--- src/rtl/cteq_eq_ctrl_pkg.sv ---
// ----------------------------------------------------------------------------
// cteq_ctrl_pkg
// Shared types for the CTLE equalizer-zero calibration sequencer.
//   ctrl_state_t : sequencer state encoding
//   eq_code_t    : equalizer code at the default code width
//   ERRCNT_W()   : width needed to count 0..win error samples
// ----------------------------------------------------------------------------
package cteq_ctrl_pkg;

    typedef enum logic [2:0] {
        S_IDLE    = 3'd0,
        S_APPLY   = 3'd1,
        S_SETTLE  = 3'd2,
        S_MEASURE = 3'd3,
        S_COMPARE = 3'd4,
        S_FINAL   = 3'd5,
        S_DONE    = 3'd6
    } ctrl_state_t;

    localparam int EQ_CODE_W = 4;

    typedef logic [EQ_CODE_W-1:0] eq_code_t;

    // Width of a counter that must hold every value from 0 to win inclusive.
    function automatic int ERRCNT_W(input int win);
        return $clog2(win + 1);
    endfunction

endpackage

--- src/rtl/cteq_eq_ctrl_if.sv ---
// ----------------------------------------------------------------------------
// cteq_eq_ctrl_if
// Control/observation bundle of the CTLE calibration sequencer.
//   start, abort      : sweep request / cancel
//   err_valid, err    : slicer error sample stream
//   eq_code           : code driven to the eq_z DAC
//   busy, done        : sequencer status, done is a one-cycle pulse
//   best_code/best_err: result of the last completed sweep
// master = the side issuing requests and errors, slave = the sequencer.
// ----------------------------------------------------------------------------
interface cteq_eq_ctrl_if
    import cteq_ctrl_pkg::*;
#(
    parameter int CODE_W  = EQ_CODE_W,
    parameter int WIN_LEN = 256
) ();

    localparam int ERR_W = ERRCNT_W(WIN_LEN);

    logic              start;
    logic              abort;
    logic              err_valid;
    logic              err;
    logic [CODE_W-1:0] eq_code;
    logic              busy;
    logic              done;
    logic [CODE_W-1:0] best_code;
    logic [ERR_W-1:0]  best_err;

    modport master (
        output start, abort, err_valid, err,
        input  eq_code, busy, done, best_code, best_err
    );

    modport slave (
        input  start, abort, err_valid, err,
        output eq_code, busy, done, best_code, best_err
    );

endinterface

--- src/rtl/cteq_eq_ctrl_err_win_counter.sv ---
// ----------------------------------------------------------------------------
// err_win_counter
// Counts slicer errors over a window of WIN_LEN valid samples.
//   clk, rst   : clock, synchronous active-high reset
//   clr        : restart the window (sample count reloaded, errors cleared)
//   en         : window is open; samples outside it are ignored
//   err_valid  : err is a real sample this cycle
//   err        : 1 = slicer error
//   full       : high in the cycle the last window sample is accepted
//   err_cnt    : errors accumulated in the current window (never > WIN_LEN)
// ----------------------------------------------------------------------------
module err_win_counter
    import cteq_ctrl_pkg::*;
#(
    parameter int WIN_LEN = 256
) (
    input  logic                           clk,
    input  logic                           rst,
    input  logic                           clr,
    input  logic                           en,
    input  logic                           err_valid,
    input  logic                           err,
    output logic                           full,
    output logic [ERRCNT_W(WIN_LEN)-1:0]   err_cnt
);

    localparam int CNT_W = ERRCNT_W(WIN_LEN);
    localparam logic [CNT_W-1:0] WIN_LOAD = CNT_W'(WIN_LEN);

    // Samples still needed to close the window; once it reaches zero the
    // window stops accepting, which is what bounds err_cnt at WIN_LEN.
    logic [CNT_W-1:0] samp_left;
    logic             accept;

    assign accept = en && err_valid && (samp_left != '0);
    assign full   = accept && (samp_left == CNT_W'(1));

    always_ff @(posedge clk) begin
        if (rst || clr) begin
            samp_left <= WIN_LOAD;
            err_cnt   <= '0;
        end else if (accept) begin
            samp_left <= samp_left - CNT_W'(1);
            err_cnt   <= err_cnt + CNT_W'(err);
        end
    end

endmodule

--- src/rtl/cteq_eq_ctrl.sv ---
// ----------------------------------------------------------------------------
// cteq_eq_ctrl
// Calibration sequencer for the CTLE equalizer zero. Sweeps eq_code from
// CODE_MIN to CODE_MAX, waits SETTLE_CYC cycles after each change, counts
// slicer errors over WIN_LEN valid samples and applies the code with the
// fewest errors (lowest code wins a tie).
//   clk, rst : clock, synchronous active-high reset
//   bus      : cteq_eq_ctrl_if slave (start/abort/err stream in,
//              eq_code/busy/done/best_code/best_err out, all registered)
//
// state     | meaning
// ----------+----------------------------------------------------------
// S_IDLE    | waiting for start, eq_code held
// S_APPLY   | cur_code on the DAC, error window cleared
// S_SETTLE  | analog path settling, err ignored
// S_MEASURE | counting errors over WIN_LEN valid samples
// S_COMPARE | keep code if strictly better, step or finish
// S_FINAL   | best code applied, best_code/best_err published
// S_DONE    | done pulse
// ----------------------------------------------------------------------------
module cteq_eq_ctrl
    import cteq_ctrl_pkg::*;
#(
    parameter int CODE_W       = EQ_CODE_W,
    parameter int CODE_MIN     = 0,
    parameter int CODE_MAX     = 15,
    parameter int DEFAULT_CODE = 8,
    parameter int SETTLE_CYC   = 64,
    parameter int WIN_LEN      = 256
) (
    input  logic           clk,
    input  logic           rst,
    cteq_eq_ctrl_if.slave  bus
);

    localparam int ERR_W = ERRCNT_W(WIN_LEN);
    localparam int SET_W = (SETTLE_CYC > 1) ? $clog2(SETTLE_CYC) : 1;

    localparam logic [CODE_W-1:0] C_MIN    = CODE_W'(CODE_MIN);
    localparam logic [CODE_W-1:0] C_MAX    = CODE_W'(CODE_MAX);
    localparam logic [CODE_W-1:0] C_DEF    = CODE_W'(DEFAULT_CODE);
    localparam logic [SET_W-1:0]  SET_LOAD = SET_W'(SETTLE_CYC - 1);

    ctrl_state_t       state;
    logic [CODE_W-1:0] cur_code;
    logic [CODE_W-1:0] ibest_code;
    logic [ERR_W-1:0]  ibest_err;
    logic [SET_W-1:0]  settle_tmr;

    logic              win_clr;
    logic              win_en;
    logic              win_full;
    logic [ERR_W-1:0]  err_cnt;

    logic              better;
    logic [CODE_W-1:0] next_best_code;
    logic [ERR_W-1:0]  next_best_err;
    logic [CODE_W-1:0] code_inc;

    assign win_clr = (state == S_APPLY);
    assign win_en  = (state == S_MEASURE);

    err_win_counter #(
        .WIN_LEN (WIN_LEN)
    ) u_err_win (
        .clk       (clk),
        .rst       (rst),
        .clr       (win_clr),
        .en        (win_en),
        .err_valid (bus.err_valid),
        .err       (bus.err),
        .full      (win_full),
        .err_cnt   (err_cnt)
    );

    // Strict less-than: on a tie the earlier (lower) code stays recorded.
    assign better         = (err_cnt < ibest_err);
    assign next_best_code = better ? cur_code : ibest_code;
    assign next_best_err  = better ? err_cnt  : ibest_err;
    assign code_inc       = cur_code + CODE_W'(1);

    always_ff @(posedge clk) begin
        if (rst) begin
            state         <= S_IDLE;
            cur_code      <= C_MIN;
            ibest_code    <= C_MIN;
            ibest_err     <= '1;
            settle_tmr    <= '0;
            bus.eq_code   <= C_DEF;
            bus.best_code <= C_DEF;
            bus.best_err  <= '1;
            bus.busy      <= 1'b0;
            bus.done      <= 1'b0;
        end else if (bus.abort && (state != S_IDLE)) begin
            // best_code/best_err deliberately untouched: they belong to the
            // last sweep that actually completed.
            state       <= S_IDLE;
            bus.eq_code <= C_DEF;
            bus.busy    <= 1'b0;
            bus.done    <= 1'b0;
        end else begin
            bus.done <= 1'b0;
            case (state)
                S_IDLE: begin
                    if (bus.start && !bus.abort) begin
                        cur_code    <= C_MIN;
                        ibest_code  <= C_MIN;
                        ibest_err   <= '1;
                        bus.eq_code <= C_MIN;
                        bus.busy    <= 1'b1;
                        state       <= S_APPLY;
                    end
                end
                S_APPLY: begin
                    settle_tmr <= SET_LOAD;
                    state      <= S_SETTLE;
                end
                S_SETTLE: begin
                    if (settle_tmr == '0) begin
                        state <= S_MEASURE;
                    end else begin
                        settle_tmr <= settle_tmr - SET_W'(1);
                    end
                end
                S_MEASURE: begin
                    if (win_full) begin
                        state <= S_COMPARE;
                    end
                end
                S_COMPARE: begin
                    ibest_code <= next_best_code;
                    ibest_err  <= next_best_err;
                    // Check the end of the range before stepping so cur_code
                    // never wraps when CODE_MAX is the largest code.
                    if (cur_code == C_MAX) begin
                        bus.eq_code   <= next_best_code;
                        bus.best_code <= next_best_code;
                        bus.best_err  <= next_best_err;
                        state         <= S_FINAL;
                    end else begin
                        cur_code    <= code_inc;
                        bus.eq_code <= code_inc;
                        state       <= S_APPLY;
                    end
                end
                S_FINAL: begin
                    bus.done <= 1'b1;
                    state    <= S_DONE;
                end
                S_DONE: begin
                    bus.busy <= 1'b0;
                    state    <= S_IDLE;
                end
                default: begin
                    bus.busy <= 1'b0;
                    state    <= S_IDLE;
                end
            endcase
        end
    end

endmodule

--- src/flat_wrapper.sv ---
// flat-port wrapper written by rule: the top's interface ports become plain ports
module cteq_eq_ctrl_flat import cteq_ctrl_pkg::*;
#(
    parameter int CODE_W       = EQ_CODE_W,
    parameter int CODE_MIN     = 0,
    parameter int CODE_MAX     = 15,
    parameter int DEFAULT_CODE = 8,
    parameter int SETTLE_CYC   = 64,
    parameter int WIN_LEN      = 256
)
  (clk, rst, bus_start, bus_abort, bus_err_valid, bus_err, bus_eq_code, bus_busy, bus_done, bus_best_code, bus_best_err);
  cteq_eq_ctrl_if #(.CODE_W(CODE_W), .WIN_LEN(WIN_LEN)) bus_i ();
  input  logic clk;
  input  logic rst;
  input wire logic [$bits(bus_i.start)-1:0] bus_start;
  input wire logic [$bits(bus_i.abort)-1:0] bus_abort;
  input wire logic [$bits(bus_i.err_valid)-1:0] bus_err_valid;
  input wire logic [$bits(bus_i.err)-1:0] bus_err;
  output wire logic [$bits(bus_i.eq_code)-1:0] bus_eq_code;
  output wire logic [$bits(bus_i.busy)-1:0] bus_busy;
  output wire logic [$bits(bus_i.done)-1:0] bus_done;
  output wire logic [$bits(bus_i.best_code)-1:0] bus_best_code;
  output wire logic [$bits(bus_i.best_err)-1:0] bus_best_err;
  assign bus_i.start = bus_start;
  assign bus_i.abort = bus_abort;
  assign bus_i.err_valid = bus_err_valid;
  assign bus_i.err = bus_err;
  assign bus_eq_code = bus_i.eq_code;
  assign bus_busy = bus_i.busy;
  assign bus_done = bus_i.done;
  assign bus_best_code = bus_i.best_code;
  assign bus_best_err = bus_i.best_err;
  cteq_eq_ctrl #(.CODE_W(CODE_W), .CODE_MIN(CODE_MIN), .CODE_MAX(CODE_MAX), .DEFAULT_CODE(DEFAULT_CODE), .SETTLE_CYC(SETTLE_CYC), .WIN_LEN(WIN_LEN)) u_core (.clk(clk), .rst(rst), .bus(bus_i));
endmodule
--- config.mk ---
export PLATFORM = sky130hd
export DESIGN_NAME = cteq_eq_ctrl_flat
export DESIGN_NICKNAME = d
export VERILOG_FILES = /design/src/rtl/cteq_eq_ctrl_pkg.sv /design/src/rtl/cteq_eq_ctrl_if.sv /design/src/rtl/cteq_eq_ctrl_err_win_counter.sv /design/src/rtl/cteq_eq_ctrl.sv /design/src/flat_wrapper.sv
export SDC_FILE = /design/constraint.sdc
export NUM_CORES = 1
export LEC_CHECK = 0
export ABC_AREA = 0
export ABC_CLOCK_PERIOD_IN_PS = 2040
export BUFFER_PORTS_ARGS = -buffer_cell sky130_fd_sc_hd__buf_2
export CORE_AREA = 2 2 71 90
export CTS_CLUSTER_SIZE = 30
export DETAILED_ROUTE_END_ITERATION = 7
export DIE_AREA = 0 0 73 92
export PLACE_DENSITY_LB_ADDON = 0.3
export REMOVE_ABC_BUFFERS = 1
export SLEW_MARGIN = 5
export SYNTH_ARGS = -nofsm -noshare
export SYNTH_HDL_FRONTEND = slang
export SYNTH_SLANG_ARGS = --single-unit
export TNS_END_PERCENT = 20
--- constraint.sdc ---
create_clock -name clk -period 2.04 [get_ports clk]
set_clock_uncertainty 0.05 [all_clocks]
set_input_delay 0.408 -clock clk [delete_from_list [all_inputs] [get_ports clk]]
set_output_delay 0.408 -clock clk [all_outputs]
set_load 0.005 [all_outputs]
# Word-level counts from Yosys, hierarchy flattened
# Index checks and enable logic that the tools add are counted.
[classes]
add_sub_neg = 4
order_cmp = 1
eq_ne = 12
muxes = 20
bitwise = 2
reduce_logical = 22
[ops]
columns = ["cell", "n"]
rows = [
  ["$pmux 4 s2", 3],
  ["$mux 9", 2],
  ["$pmux 3 s6", 1],
  ["$pmux 9 s2", 1],
  ["$mux 4", 4],
  ["$mux 3", 4],
  ["$pmux 6 s2", 1],
  ["$reduce_and 3->1", 4],
  ["$add 9x1->9", 1],
  ["$eq 9x1->1 const B", 1],
  ["$lt 9x9->1", 1],
  ["$reduce_bool 9->1", 1],
  ["$sub 9x1->9 const B", 1],
  ["$eq 3x2->1 const B", 2],
  ["$eq 3x3->1 const B", 2],
  ["$logic_not 6->1", 1],
  ["$mux 6", 1],
  ["$ne 2x1->1 const B", 3],
  ["$sub 6x1->6 const B", 1],
  ["$logic_and 1x1->1", 5],
  ["$reduce_or 5->1", 1],
  ["$add 4x1->4 const B", 1],
  ["$eq 4x4->1 const B", 1],
  ["$ne 2x2->1 const B", 2],
  ["12 further kinds", 16],
]
[totals]
ff_bits = 63
in_bits = 6
out_inout_bits = 19

# Longest topological paths before layout
# Gate-level depths: netlist of the first run.
[logic_depth]
ltp_word = 6
depth_mapped = 8
ltp_nobuf = 7

# Cells and area by module
# A second synthesis of the first run with hierarchy kept.
[unflattened]
hier_cells = 357
hier_area_um2 = 3168.0
[by_module_without_submodules]
columns = ["mod", "n_inst", "cells_per_inst", "area_per_inst_um2", "seq_area_each_um2"]
rows = [
  ["cteq_eq_ctrl", 1, 255, 2230.9, 900.9],
  ["err_win_counter", 1, 102, 937.1, 360.3],
]

# Worst setup path before layout of the first run
# Ideal clock, no wire load.
[synth_timing]
path_kind = "register to register"
startpoint = "reg u_core.u_err_win.err_cnt[2]"
endpoint = "reg u_core.bus.best_err[8]"
setup_ps = 126
t_arrival_ps = 1985
t_required_ps = 1864
slack_ps = -121
stages_incl_launch_ff = 8
n_path_buf = 1
synth_period_minus_slack_ps = 2161
cell_sequence = "dfxtp_1 -> ha_1 -> a211oi_1 -> nor3_1 -> a211oi_4 -> buf_8 -> mux2i_1 -> a21oi_2"
[synth_via]
elab_chain_len = 2
[synth_rtl]
columns = ["element", "line_no", "rtl"]
rows = [
  ["start: declaration", "cteq_eq_ctrl_err_win_counter.sv:24", "output logic [ERRCNT_W(WIN_LEN)-1:0] err_cnt"],
  ["start signal: assignment", "cteq_eq_ctrl_err_win_counter.sv:44", "err_cnt <= err_cnt + CNT_W'(err);"],
  ["$lt 9x9->1", "cteq_eq_ctrl.sv:77", "assign better = (err_cnt < ibest_err);"],
  ["$mux 9", "cteq_eq_ctrl.sv:79", "assign next_best_err = better ? err_cnt : ibest_err;"],
  ["end signal: assignment", "cteq_eq_ctrl.sv:138", "bus.best_err <= next_best_err;"],
  ["end: declaration", "cteq_eq_ctrl_if.sv:37", "output eq_code, busy, done, best_code, best_err"],
]
# No other way between the ends.
# A chain may end at the register's enable or synchronous reset.

# Final worst setup path of the first run
[layout_timing]
startpoint = "reg u_core.ibest_err[3]"
endpoint = "reg u_core.bus.best_err[4]"
[layout_via]
elab_chain_len = 2
[layout_rtl]
columns = ["element", "line_no", "rtl"]
rows = [
  ["start: declaration", "cteq_eq_ctrl.sv:47", "logic [ERR_W-1:0] ibest_err;"],
  ["start signal: assignment", "cteq_eq_ctrl.sv:132", "ibest_err <= next_best_err;"],
  ["$lt 9x9->1", "cteq_eq_ctrl.sv:77", ""],
  ["$mux 9", "cteq_eq_ctrl.sv:79", ""],
]
# No other way between the ends.

==> results of run 1 <==
-- power by group --
group	switching (mW)	internal, mW	total (mW)
Clock	0.483	0.823	1.31
Sequential	0.0196	1.25	1.27
Combinational	0.135	0.0955	0.231
Total	0.638	2.17	2.81
-- through the flow --
| stage | TNS (ns) | utilization (%) | cell area (sq um) | hold WS [ns] |
|---|---|---|---|---|
| after floorplan | -7.06 | - | 3030 | 0.385 |
| after global placement | -0.244 | 57.0 | 3400 | 0.375 |
| after detailed placement | -0.993 | 57.0 | 3400 | 0.382 |
| after CTS | -0.00457 | 62.4 | 3720 | 0.383 |
| after global routing | -0.692 | 65.1 | 3880 | 0.405 |
| final | 0 | 65.1 | 3880 | 0.388 |
-- layout make-up --
type	count	area (sq um)
fill	449	2080
multi-input combinational	245	1850
sequential	63	1270
timing repair buffer	52	370
clock buffer	14	183
tap	68	85.1
inverter	19	71.3
clock inverter	2	60.1
-- how the worst min path moves through the flow --
| stage | start | end | slack (ns) | cells past startpoint |
|---|---|---|---|---|
| after detailed placement | u_core.bus.best_code[2] | u_core.bus.best_code[2] | 0.38 | 2 |
| after CTS | bus_err | u_core.u_err_win.err_cnt[0] | 0.38 | 4 |
| after global placement | u_core.bus.best_code[2] | u_core.bus.best_code[2] | 0.37 | 2 |
| final | bus_err | u_core.u_err_win.err_cnt[0] | 0.39 | 4 |
| after global routing | bus_err | u_core.u_err_win.err_cnt[0] | 0.40 | 4 |
| after floorplan | u_core.bus.best_code[2] | u_core.bus.best_code[2] | 0.38 | 2 |
-- layer usage --
| layer | vias up | track usage [%] | wire length [um] |
|---|---|---|---|
| li1 | 1323 | - | - |
| met1 | 1288 | 27.7 | 3140 |
| met2 | 61 | 38.2 | 3880 |
| met3 | 17 | 5.27 | 316 |
| met4 | 0 | 12.8 | 143 |
| met5 | - | 0 | 0 |
-- registers in the layout, summed over array words and instances (netlist names) --
| register | cells |
|---|---|
| u_core.bus.busy | 1 |
| u_core.u_err_win.err_cnt | 9 |
| u_core.state | 3 |
| u_core.bus.eq_code | 4 |
| u_core.cur_code | 4 |
| u_core.ibest_err | 9 |
| u_core.bus.best_code | 4 |
| u_core.bus.best_err | 9 |
| u_core.settle_tmr | 6 |
| u_core.bus.done | 1 |
| u_core.u_err_win.samp_left | 9 |
| u_core.ibest_code | 4 |
-- cell usage after synthesis (8+ instances only) --
| library cell | n |
|---|---|
| dfxtp_1 | 63 |
| nor2_1 | 43 |
| a21oi_1 | 20 |
| inv_1 | 18 |
| nand2_1 | 17 |
| nor3_1 | 17 |
| ha_1 | 16 |
| mux2i_1 | 13 |
| xor2_1 | 13 |
| a2bb2oi_1 | 10 |
| nand4_1 | 8 |
-- timing repair --
action	4_1_cts	5_1_grt
gates resized for setup	5	30
pin swaps	3	6
cloned	1	1
buffers inserted	3	3
endpoints found under the setup margin	17	28
-- worst reg2reg max path, cell delays in order (launching register included) --
cell and delay [ns]:
dfxtp_2 0.34, inv_1 0.14, ha_4 0.23, a21oi_2 0.19, nor3_4 0.08, a211oi_4 0.29, buf_6 0.16, buf_8 0.13
mux2i_1 0.23, a21oi_2 0.07
-- cells by family (layout without fill, tap and decap cells) --
family / after synthesis / count (layout) / synth area share, %
adders and majority gates: 16 / 16 / 6.43
DFF: 63 / 63 / 40.5
xor gates and xnor gates: 14 / 14 / 3.94
AOI/OAI and AO/OA: 79 / 79 / 19.6
buffers and inverters: 35 / 87 / 5.10
muxes: 13 / 13 / 4.18
and+or+nand+nor: 123 / 123 / 20.2
==> metrics.txt, run 1 <==
Total Power 2.81 mW; Tot GR Track Use 23.4%; Antenna diodes 0; Place WS -0.0865 ns; Post-Layout Cell Count 463; Pleak 1.65 nW; total of max-cap violations 0; CP Cell Sequence inv_1, ha_4, a21oi_2, nor3_4, a211oi_4, buf_6, buf_8, mux2i_1, a21oi_2; DRC Markers 0; vias in the first global route 2,633; Overflow after GRT 0; YS warnings 0; CP Launch Point u_core.ibest_err[3]; most frequent CP cell a21oi_2; clk root buf clkbuf_8; RSZ-0062 raised after global routing yes; Yosys top cell area share 40.5%; Num Clock Sinks 63; Inst Count DP 440; Crit path max-delay family compound AO/OA/AOI/OAI gates; Pwr Density 723 nW/um^2; gpl congestion 0.849; crit path capture u_core.bus.best_err[4]; initial antenna violation count 0; Worst Tran Pin Value 0.579 ns; DR iter-0 viols 197; clock transition at the registers of the reported paths 0.07 ns; VDD IR max 425 uV; R2R Path Start u_core.ibest_err[3]; Crit Path Class reg2reg; worst hold path class in2reg; min Tclk post-route 2.04 ns; die width 73 um; register bit total from synthesis 63; Die Y 92 um; cts-stage hold buffer count 0; Final period util 99.8%; Crit-path slowest cell dfxtp_2; Worst Reg-to-Reg Cells 9; Final setup viols 0; first-pass GRT wire length 12,200 um; DRT Pass-1 Iters 4; core region area 5970 sq um; dpl hpwl 4850 um; CP Depth 9; FFs w/ async S/R, synth 0%; Wirelength per Cell 16.2 um; final WL 7480 um; Via density 5.81; I/O pins 25; num rows 32; Seq/Total Area, Yosys 40.5%; EDFF count, synth 0; Bufs and invs on worst path 3; fmax 491 MHz; startpoint class of the critical path flip-flop; area leader, netlist dfxtp_1; Syn Inst Count 343; largest net degree at the start of global routing 20; Max Root-Sink Buffers 2; IO Port Bufs 24; starting density of the core 52.2%; worst stage delay on the critical path 0.34 ns; Worst R2R Setup Slack 0.003 ns; Post-Synthesis Mean Instance Area 9.08 sq um; Area growth, synth to finish 24.6%; CTS tree done; max_slew headroom 60.8%; critical path peak fanout 5; critical path required time 2.21 ns; Routed Antenna Nets 0; PnR worst setup slack 0.00336 ns; clock latency at the later pin of the worst-skew pair 0.34 ns; ranking of synthesized cells by area dfxtp_1 40%, ha_1 6.4%, nor2_1 5.2%, mux2i_1 4.2%, xor2_1 3.7%; layout cell share with drive strength beyond 1 28.6%; top_reg_cell synth dfxtp_1; status complete, no violations; final-report max-slew violation count 0; die area 6720 sq um; NumNets Final 412; CP Capture Type flip-flop; end of the worst register-to-register path u_core.bus.best_err[4]; Cell Area, Synth 3120 sq um; Num CTS Buffers 9; synth unique cells 62; via count 2,689; commonest cells after routing, fill and taps aside 58 x dfxtp_1, 42 x nor2_1, 24 x buf_2, 23 x buf_4, 19 x a21oi_1; commonest non-fill, non-tap cell in the layout dfxtp_1; Final Hold Viols 0; H-tree levels 3; crit path DAT 2.21 ns
Power figures use the tool's default switching activity.
==> run 2: changes to the inputs <==
--- a/config.mk
+++ b/config.mk
@@ -8,10 +8,10 @@
 export ABC_AREA = 0
 export ABC_CLOCK_PERIOD_IN_PS = 2040
 export BUFFER_PORTS_ARGS = -buffer_cell sky130_fd_sc_hd__buf_2
-export CORE_AREA = 2 2 71 90
+export CORE_AREA = 2 2 78 99
 export CTS_CLUSTER_SIZE = 30
 export DETAILED_ROUTE_END_ITERATION = 7
-export DIE_AREA = 0 0 73 92
+export DIE_AREA = 0 0 80 101
 export PLACE_DENSITY_LB_ADDON = 0.3
 export REMOVE_ABC_BUFFERS = 1
 export SLEW_MARGIN = 5
==> run 2 against run 1 <==
Net effect:
- the flow now finishes with violations (setup timing)
- clock power is 5% lower
- wire length is 3.1% lower
- core utilization decreased by 10 points
- sequential share of layout area fell by 0.38 points
- via count shrank 1.7%
- sequential power is essentially flat
- global-route usage down 5.4 points
- critical endpoint is now u_core.ibest_code[0]
- largest power group is now registers
==> metrics.txt, run 2 (same netlist as run 1, synthesis figures left out) <==
RSZ-0062 raised after global routing yes; CP Depth 10; DRT Pass-1 Iters 4; startpoint class of the critical path flip-flop; Crit-path slowest cell dfxtp_1; initial antenna violation count 0; worst stage delay on the critical path 0.35 ns; commonest cells after routing, fill and taps aside 57 x dfxtp_1, 42 x nor2_1, 24 x buf_2, 24 x buf_4, 19 x a21oi_1; Pleak 1.63 nW; cts-stage hold buffer count 0; failing checks setup timing; Max Root-Sink Buffers 2; Worst Reg-to-Reg Cells 10; fmax 486 MHz; IO Port Bufs 24; clk root buf clkbuf_8; Overflow after GRT 0; Bufs and invs on worst path 4; Pwr Density 700 nW/um^2; Crit Path Class reg2reg; min Tclk post-route 2.06 ns; crit path DAT 2.25 ns; Num CTS Buffers 9; VDD IR max 346 uV; Via density 5.42; vias in the first global route 2,505; Worst Tran Pin Value 0.522 ns; status complete, but fails checks; gpl congestion 0.824; via count 2,644; R2R Path Start u_core.ibest_err[3]; clock latency at the later pin of the worst-skew pair 0.35 ns; dpl hpwl 4890 um; DRC Markers 0; H-tree levels 3; critical path peak fanout 7; most frequent CP cell buf_12; first-pass GRT wire length 11,400 um; Area growth, synth to finish 26.2%; Final period util 101%; CTS tree done; Setup TNS Final -0.0419 ns; Num Clock Sinks 63; core region area 7180 sq um; CP Cell Sequence inv_1, ha_4, a21oi_2, nor3_2, a211oi_4, buf_6, buf_12, o22ai_4, buf_12, a22o_1; die width 80 um; largest net degree at the start of global routing 20; DR iter-0 viols 78; end of the worst register-to-register path u_core.ibest_code[0]; max_slew headroom 64.7%; total of max-cap violations 0; Wirelength per Cell 14.8 um; Tot GR Track Use 18.0%; worst hold slack 0.393 ns; num rows 35; I/O pins 25; NumNets Final 413; PnR worst setup slack -0.0167 ns; Crit path max-delay family compound AO/OA/AOI/OAI gates; worst hold path class in2reg; Final setup viols 7; Final Hold Viols 0; Die Y 101 um; CP Launch Point u_core.ibest_err[3]; critical path required time 2.24 ns; starting density of the core 43.4%; commonest non-fill, non-tap cell in the layout dfxtp_1; Antenna diodes 0; final WL 7250 um; clock transition at the registers of the reported paths 0.07 ns; Routed Antenna Nets 0; crit path capture u_core.ibest_code[0]; die area 8080 sq um; CP Capture Type flip-flop; final-report max-slew violation count 0; Worst R2R Setup Slack -0.02 ns; layout cell share with drive strength beyond 1 30.6%
## run 2: layout make-up
cell class / instances / area (sq um)
multi-input combinational: 245 / 1850
timing repair buffer: 53 / 402
fill: 634 / 3250
sequential: 63 / 1270
clock buffer: 10 / 138
inverter: 19 / 71.3
tap: 92 / 115
clock inverter: 6 / 92.6
## run 2: through the flow
stage	utilization, %	worst slack (ns)	area, sq um	total power, mW	cells
detailed placement	48.1	-0.0316	3450	1.52	465
global route	54.8	-0.115	3930	2.86	488
global placement	48.1	0.0304	3450	1.51	465
floorplan	-	-0.314	3030	1.44	327
finish	54.8	-0.0167	3930	2.75	488
CTS	51.4	0.0174	3690	2.76	481
## run 2: worst min-delay path by stage
stage	from	to	slack, ns	depth (start not counted)
6_report	bus_err	u_core.u_err_win.err_cnt[0]	0.39	4
5_1_grt	u_core.ibest_err[1]	u_core.ibest_err[1]	0.44	2
4_1_cts	bus_err	u_core.u_err_win.err_cnt[0]	0.39	4
3_5_place_dp	u_core.bus.best_code[1]	u_core.bus.best_code[1]	0.40	2
3_3_place_gp	u_core.bus.best_code[2]	u_core.bus.best_code[2]	0.37	2
2_1_floorplan	u_core.bus.best_code[2]	u_core.bus.best_code[2]	0.38	2
## run 2: layer usage
metal  track usage [%]  vias up  part of all wire [%]
met3              5.11       13                   4.0
met5                 0        -                     0
li1                  -     1333                     -
met4              7.95        0                   2.2
met1              21.7     1245                    44
met2              29.5       53                    49
## run 2: worst reg2reg max path, cell delays in order, from the launching register on
cell      delay (ns)
dfxtp_1         0.35
inv_1           0.10
ha_4            0.24
a21oi_2         0.19
nor3_2          0.09
a211oi_4        0.24
buf_6           0.15
buf_12          0.11
o22ai_4         0.09
buf_12          0.15
a22o_1          0.19
## run 2: repair_timing
action / 4_1_cts / 5_1_grt
cloned: 0 / 2
setup endpoints to repair: 15 / 27
buffers inserted: 0 / 6
gates resized for setup: 3 / 32
pin swaps: 1 / 10
## run 2: where the power goes
part / internal, mW / switching (mW)
clock network: 0.727 / 0.521
registers: 1.25 / 0.0206
logic: 0.0988 / 0.133
==> run 3: changes to the inputs <==
--- a/config.mk
+++ b/config.mk
@@ -5,13 +5,13 @@
 export SDC_FILE = /design/constraint.sdc
 export NUM_CORES = 1
 export LEC_CHECK = 0
-export ABC_AREA = 0
+export ABC_AREA = 1
 export ABC_CLOCK_PERIOD_IN_PS = 2040
 export BUFFER_PORTS_ARGS = -buffer_cell sky130_fd_sc_hd__buf_2
-export CORE_AREA = 2 2 78 99
+export CORE_AREA = 2 2 81 103
 export CTS_CLUSTER_SIZE = 30
 export DETAILED_ROUTE_END_ITERATION = 7
-export DIE_AREA = 0 0 80 101
+export DIE_AREA = 0 0 83 105
 export PLACE_DENSITY_LB_ADDON = 0.3
 export REMOVE_ABC_BUFFERS = 1
 export SLEW_MARGIN = 5
==> run 3 against run 2 <==
Net effect:
- the flow now finishes without violations
- cell area down 0.41%
- combinational power rose to 5.0 times the previous value
- first-iteration DRC count grew 110%
- clock power barely moved
- clock-buffer cell count rose by 3
- power is 43% higher
- synthesized cell count grew 38%
- via count grew 17%
- sequential cell count did not move
- worst setup slack improved by 0.17 ns
- final cell count rose by 25%
- critical endpoint is now u_core.ibest_err[6]
==> metrics.txt, run 3 <==
H-tree levels 3; startpoint class of the critical path flip-flop; Yosys top cell area share 37.2%; largest net degree at the start of global routing 26; Place WS 0.0692 ns; VDD IR max 741 uV; Max Root-Sink Buffers 2; Final Hold Viols 0; die area 8720 sq um; starting density of the core 44.0%; Syn Inst Count 474; Pwr Density 1000 nW/um^2; EDFF count, synth 0; Routed Antenna Nets 0; Total Power 3.93 mW; P_sw 1.36 mW; Via density 5.07; fmax 531 MHz; Antenna diodes 0; DR iter-0 viols 160; Post-Layout Cell Count 610; Wirelength per Cell 12.5 um; power share of the sequential group 38.9%; status complete, no violations; Crit Path Class reg2reg; Pleak 1.72 nW; YS warnings 0; via count 3,095; dpl hpwl 5520 um; total of max-cap violations 0; Final setup viols 0; Post-Synthesis Mean Instance Area 7.15 sq um; first-pass GRT wire length 12,900 um; crit path DAT 2.07 ns; clock latency at the later pin of the worst-skew pair 0.35 ns; critical path peak fanout 12; Cell Area, Synth 3390 sq um; max_slew headroom 71.3%; final-report max-slew violation count 0; Gate power share 29.6%; Inst Count DP 593; Die Y 105 um; DRC Markers 0; Worst Tran Pin Value 0.429 ns; hold path depth 2; Post-CTS Setup Bufs 0; Tot GR Track Use 18.0%; IO Port Bufs 24; Num Clock Sinks 63; Worst R2R Setup Slack 0.16 ns; top_reg_cell synth dfxtp_1; CTS tree done; switching share of power 34.6%; commonest non-fill, non-tap cell in the layout nand2_1; clk root buf clkbuf_8; NumNets Final 532; area leader, netlist dfxtp_1; PnR worst setup slack 0.157 ns; Seq/Total Area, Yosys 37.2%; I/O pins 25; num rows 36; die width 83 um; Pint 2.57 mW; most common cell in the synthesized netlist nand2_1; critical path required time 2.23 ns; clock transition at the registers of the reported paths 0.08 ns; Clk network pwr share 31.5%; ranking of synthesized cells by area dfxtp_1 37%, nand2_1 15%, inv_1 6.8%, a21oi_1 6.3%, ha_1 5.9%; cts-stage hold buffer count 0; Overflow after GRT 0; core region area 7700 sq um; Area growth, synth to finish 15.5%; initial antenna violation count 0; Synth top cells by count 131 x nand2_1, 63 x dfxtp_1, 61 x inv_1; FFs w/ async S/R, synth 0%; worst hold path class in2reg; vias in the first global route 2,957; gpl congestion 0.855; DRT Pass-1 Iters 5; Resized cells post-CTS 0; commonest cells after routing, fill and taps aside 130 x nand2_1, 63 x dfxtp_1, 61 x inv_1, 43 x a21oi_1, 33 x o21ai_0; CP Capture Type flip-flop; Num CTS Buffers 9; Worst Reg-to-Reg Cells 10; register bit total from synthesis 63; min Tclk post-route 1.88 ns; layout cell share with drive strength beyond 1 16.5%; Final period util 92.3%; final WL 7600 um; synth unique cells 35
==> run 3: cell count changes in the layout (fill, tap and decap cells not counted), moves of 10 or more <==
cell	previous run	this run
a21oi_1	19	43
buf_4	24	13
inv_1	12	61
mux2i_1	11	0
nand2_1	17	130
nand3_1	5	17
nor2_1	42	22
nor3_1	16	6
o21ai_0	5	33
==> run 3: logic make-up after synthesis <==
family                     after synthesis  share of synthesized area [%]
AOI/OAI and AO/OA                       97                           16.3
DFF                                     63                           37.2
adders and majority gates               16                           5.90
xor gates and xnor gates                14                           3.62
and+or+nand+nor                        204                           27.3
buffers and inverters                   80                           9.70
==> run 3: final timing paths <==
check | start | to
min | rst | u_core.settle_tmr[5]
max reg2reg | u_core.ibest_err[8] | u_core.ibest_err[6]
max | u_core.ibest_err[8] | u_core.ibest_err[6]
min reg2reg | u_core.bus.busy | u_core.bus.busy
==> run 3: worst max-delay path, cell delays in order (launching register included) <==
cell     delay, ns
dfxtp_1       0.36
inv_1         0.05
ha_1          0.28
nand2_1       0.12
inv_1         0.08
a21oi_4       0.24
nand3_4       0.17
nand2_1       0.09
o21ai_0       0.10
o21ai_0       0.16
nand2_1       0.07
==> run 3: cell type report <==
| class | instances | area, sq um |
|---|---|---|
| tap | 95 | 119 |
| clock buffer | 13 | 159 |
| inverter | 67 | 251 |
| multi-input combinational | 332 | 1840 |
| sequential | 63 | 1260 |
| fill | 751 | 3790 |
| timing repair buffer | 37 | 218 |
| clock inverter | 3 | 65.1 |
==> run 3: metrics by stage <==
step,util [%],hold WS (ns),setup TNS (ns),area [sq um]
finish,50.8,0.281,0,3920
global route,50.8,0.297,-0.00786,3920
CTS,50.3,0.284,0,3870
detailed placement,47.4,0.404,0,3650
global placement,47.4,0.397,0,3650
floorplan,-,0.381,0,3310
==> run 3: power by group through the flow <==
stage / logic (mW) / registers (mW) / clock network [mW]
2_1_floorplan: 0.901 / 1.53 / 0
3_3_place_gp: 1.13 / 1.55 / 0
3_5_place_dp: 1.16 / 1.55 / 0
4_1_cts: 1.17 / 1.53 / 1.26
5_1_grt: 1.34 / 1.55 / 1.30
6_report: 1.16 / 1.53 / 1.24
==> run 3: per-layer routing <==
layer  global-route usage (%)  part of all wire (%)
met1                     20.1                    43
met2                     32.4                    51
met3                     2.84                   3.1
met4                     9.37                   2.6
met5                        0                     0
